`src/rtl/serial_adder_pkg.sv`:
```
// rtl/serial_adder_pkg.sv - shared state encodings for the serial arithmetic stages
package serial_adder_pkg;

    localparam logic [1:0] STATE_IDLE = 2'd0;
    localparam logic [1:0] STATE_RUN  = 2'd1;
    localparam logic [1:0] STATE_DONE = 2'd2;

    typedef enum logic [1:0] {
        IDLE = STATE_IDLE,
        RUN  = STATE_RUN,
        DONE = STATE_DONE
    } state_e;

endpackage

```
`src/rtl/serial_adder_fa.sv`:
```
// rtl/serial_adder_fa.sv - combinational one-bit full-adder cell
module fa (
    input  logic a,
    input  logic b,
    input  logic cin,
    output logic s,
    output logic cout
);

    assign s    = a ^ b ^ cin;
    assign cout = (a & b) | (a & cin) | (b & cin);

endmodule

```
`src/rtl/serial_adder.sv`:
```
// rtl/serial_adder.sv - bit-serial N-bit adder, LSB first, one full-adder cell
module serial_adder
    import serial_adder_pkg::*;
#(
    parameter int N = 8
) (
    input  logic         clk,
    input  logic         rst,
    input  logic         start,
    input  logic [N-1:0] a,
    input  logic [N-1:0] b,
    input  logic         cin,
    output logic         busy,
    output logic         done,
    output logic [N-1:0] sum,
    output logic         cout
);

    localparam int            CW       = $clog2(N + 1);
    localparam logic [CW-1:0] CNT_LAST = CW'(N - 1);

    state_e         state_q, state_d;
    logic [N-1:0]   a_sr_q, a_sr_d;
    logic [N-1:0]   b_sr_q, b_sr_d;
    logic [N-1:0]   sum_q, sum_d;
    logic           carry_q, carry_d;
    logic           cout_q, cout_d;
    logic [CW-1:0]  cnt_q, cnt_d;
    logic           fa_s, fa_c;
    logic [N-1:0]   s_msb;

    fa u_fa (
        .a    (a_sr_q[0]),
        .b    (b_sr_q[0]),
        .cin  (carry_q),
        .s    (fa_s),
        .cout (fa_c)
    );

    always_comb begin
        state_d = state_q;
        a_sr_d  = a_sr_q;
        b_sr_d  = b_sr_q;
        sum_d   = sum_q;
        carry_d = carry_q;
        cout_d  = cout_q;
        cnt_d   = cnt_q;
        s_msb   = '0;
        s_msb[N-1] = fa_s;

        case (state_q)
            RUN: begin
                a_sr_d  = a_sr_q >> 1;
                b_sr_d  = b_sr_q >> 1;
                sum_d   = (sum_q >> 1) | s_msb;
                carry_d = fa_c;
                cnt_d   = cnt_q + CW'(1);
                if (cnt_q == CNT_LAST) begin
                    state_d = DONE;
                    cout_d  = fa_c;
                end
            end
            default: begin
                // IDLE and DONE both accept; DONE falls back to IDLE otherwise
                if (start) begin
                    state_d = RUN;
                    a_sr_d  = a;
                    b_sr_d  = b;
                    carry_d = cin;
                    cnt_d   = '0;
                    sum_d   = '0;
                    cout_d  = 1'b0;
                end else begin
                    state_d = IDLE;
                end
            end
        endcase
    end

    always_ff @(posedge clk) begin
        if (rst) begin
            state_q <= IDLE;
            a_sr_q  <= '0;
            b_sr_q  <= '0;
            sum_q   <= '0;
            carry_q <= 1'b0;
            cout_q  <= 1'b0;
            cnt_q   <= '0;
        end else begin
            state_q <= state_d;
            a_sr_q  <= a_sr_d;
            b_sr_q  <= b_sr_d;
            sum_q   <= sum_d;
            carry_q <= carry_d;
            cout_q  <= cout_d;
            cnt_q   <= cnt_d;
        end
    end

    assign busy = (state_q == RUN);
    assign done = (state_q == DONE);
    assign sum  = sum_q;
    assign cout = cout_q;

endmodule

```
`config.mk`:
```
export PLATFORM = sky130hd
export DESIGN_NAME = serial_adder
export DESIGN_NICKNAME = d
export VERILOG_FILES = /design/src/rtl/serial_adder_pkg.sv /design/src/rtl/serial_adder_fa.sv /design/src/rtl/serial_adder.sv
export SDC_FILE = /design/constraint.sdc
export NUM_CORES = 1
export LEC_CHECK = 0
export CORE_AREA = 5 5 59 61
export CTS_CLUSTER_DIAMETER = 60
export DETAILED_ROUTE_END_ITERATION = 10
export DIE_AREA = 0 0 64 66
export HOLD_SLACK_MARGIN = 0.08
export PLACE_DENSITY_LB_ADDON = 0.08
export SYNTH_ARGS = -nofsm -noshare
export SYNTH_HDL_FRONTEND = slang
export SYNTH_SLANG_ARGS = --single-unit
```
`constraint.sdc`:
```
create_clock -name clk -period 1.9 [get_ports clk]
set_input_delay 0.38 -clock clk [delete_from_list [all_inputs] [get_ports clk]]
set_output_delay 0.38 -clock clk [all_outputs]
set_load 0.005 [all_outputs]
```
==> qor.csv <==
metric,value,unit
place_area,0.00169,mm2
num_rows,20,
use_met3,0.0459,
cp-end-kind,output pin,
tritoncts,done,
synth-edff-count,0,
cts_buffer_depth,2,
cp-start-kind,flop,
vias,1166,
required,1520,ps
ys_seq_area_frac,0.468,
grt_use_met1,0.166,
drtIter0Drc,67,
use_met2,0.250,
cap_violations,0,
syn_avg_cell_area,9.26,um2
grt_max_degree,33,
critPathKind,flop to output pin,
totalWireLength,2910,um
synthFlopType,dfxtp_1,
antenna_cells,0,
drive_above_1_share,0.109,
outcome,"complete, no violations",
dr.pass1.iters,4,
syn_area,0.00137,mm2
power.leakage,0.701,nW
setup_viol,0,
drv_slew,0,
path_cells,nand2b_4 -> inv_2 -> clkdlybuf4s50_1,
clock_skew,7.31,ps
seq_area,641,um2
core_area,0.00293,mm2
io_buffers,30,
cp_num_buf_inv,2,
io-pin-count,31,
min_period_over_period,0.942,
synthDistinctLibCells,24,
tightestPinTransition,388,ps
syn_inst,148,
worst-path-max-fanout,10,
avgViaCountPerCell,5.40,
rsz0062_at_grt,no,
die_w,64,um
grt_busiest_layer,met2,
die_y,66,um
syn_to_final_growth,30.5,%
drtAntennaViolNets,0,
cts_resized,0,
peakVddDrop,559,uV
fin_nets,205,
powerDensity,753,mW/mm2
path_delay_family,buffers and inverters,
htree_levels,2,
relSlewSlack,0.741,
root_buffer,clkbuf_4,
start_util,0.468,
slowest_delay,510,ps
drc,0,
gp_congestion,0.718,
grtUsageTotal,0.145,
clk_pin_slew_worst_paths,90,ps
setup-tns-final,0,ps
cp.arrival,1410,ps
critPathSlowestCell,clkdlybuf4s50_1,
cts_buffers,5,
ys_warn_count,0,
hold_viol_final,0,
ys_async_sr_fraction,0,
dieArea,0.00422,mm2
mostFrequentLayoutCell,dfxtp_1,
fillers,276,
mostFrequentLayoutCells,"dfxtp_1, clkdlybuf4s50_1, a211oi_1",
dp_hpwl,1990,um
worst_hold_path_type,flop to flop,
fmax,0.559,GHz
place_ws,121,ps
grt_pass1_wl,4920,um
final_area,0.00179,mm2
multi_input_area,647,um2
ys_ff_latch,32,
first_global_vias,1153,
grt_antenna_before_repair,0,
clkLatencyLatePin,330,ps
whs,475,ps
wire_per_inst,13.5,um
synth_nets,170,
finalWorstSetupSlack,111,ps
cts.sinks,32,
fin_crit,1790,ps
overflow,0,
[layer usage]
layer | share of wire | wire, um | vias up
met5 | 0 | 0 | -
met1 | 0.44 | 1280 | 546
met2 | 0.50 | 1460 | 22
met4 | 0.016 | 46 | 0
met3 | 0.044 | 128 | 6
li1 | - | - | 592
[final timing paths]
kind	startpoint	end	slack [ps]	cells past startpoint
worst min-delay path	sum[1]	sum[0]	470	2
worst min register to register	sum[1]	sum[0]	470	2
worst max register to register	state_q[1]	cnt_q[2]	490	5
worst max-delay path	state_q[1]	busy	110	3
[what timing repair did]
| action | in CTS | in global routing |
|---|---|---|
| buffers inserted | 0 | 4 |
| endpoints found under the setup margin | 0 | 1 |
| hold buffers | 0 | 0 |
[registers in the layout, summed over array words and instances, names as in the netlist]
name / count
b_sr_q: 8
a_sr_q: 8
cout: 1
cnt_q: 4
carry_q: 1
sum: 8
state_q: 2
[Yosys cell counts, types with 3 or more instances]
library cell | instances | area (um2)
a21oi_1 | 11 | 55.1
nor3_1 | 3 | 15.0
nor2_1 | 15 | 56.3
nand3_1 | 15 | 75.1
buf_2 | 6 | 30.0
nand2_1 | 9 | 33.8
clkbuf_1 | 4 | 15.0
dfxtp_1 | 32 | 641
a211oi_1 | 17 | 128
inv_1 | 4 | 15.0
mux2i_1 | 16 | 160
[final cells by class]
cell class	count	area share
inverter	5	0.0105
tap	33	0.0231
timing repair buffer	40	0.210
multi-input combinational	99	0.362
clock buffer	7	0.0364
sequential	32	0.358
[tightest hold or removal path, delay by kind of cell (launching register included)]
family / cells / cell delay, ps
flops: 1 / 330
compound gates: 1 / 50
simple gates: 1 / 60
[cell families after synthesis]
| kind of cell | share of synthesized area |
|---|---|
| muxes | 0.128 |
| adders and majority gates | 0.0237 |
| and+or+nand+nor | 0.171 |
| AOI/OAI and AO/OA | 0.150 |
| buffers and inverters | 0.0603 |
| DFF | 0.468 |
[per-stage QoR]
stage | std cells | util | power [mW]
after floorplan | 148 | - | 0.857
after global placement | 205 | 0.578 | 0.926
after detailed placement | 205 | 0.578 | 0.932
after CTS | 212 | 0.600 | 1.35
after global routing | 216 | 0.611 | 1.42
final | 216 | 0.611 | 1.35
[power breakdown]
group | switching [mW] | internal (mW)
Clock | 0.211 | 0.210
Sequential | 0.0202 | 0.706
Combinational | 0.0932 | 0.105
Power figures use the tool's default switching activity.
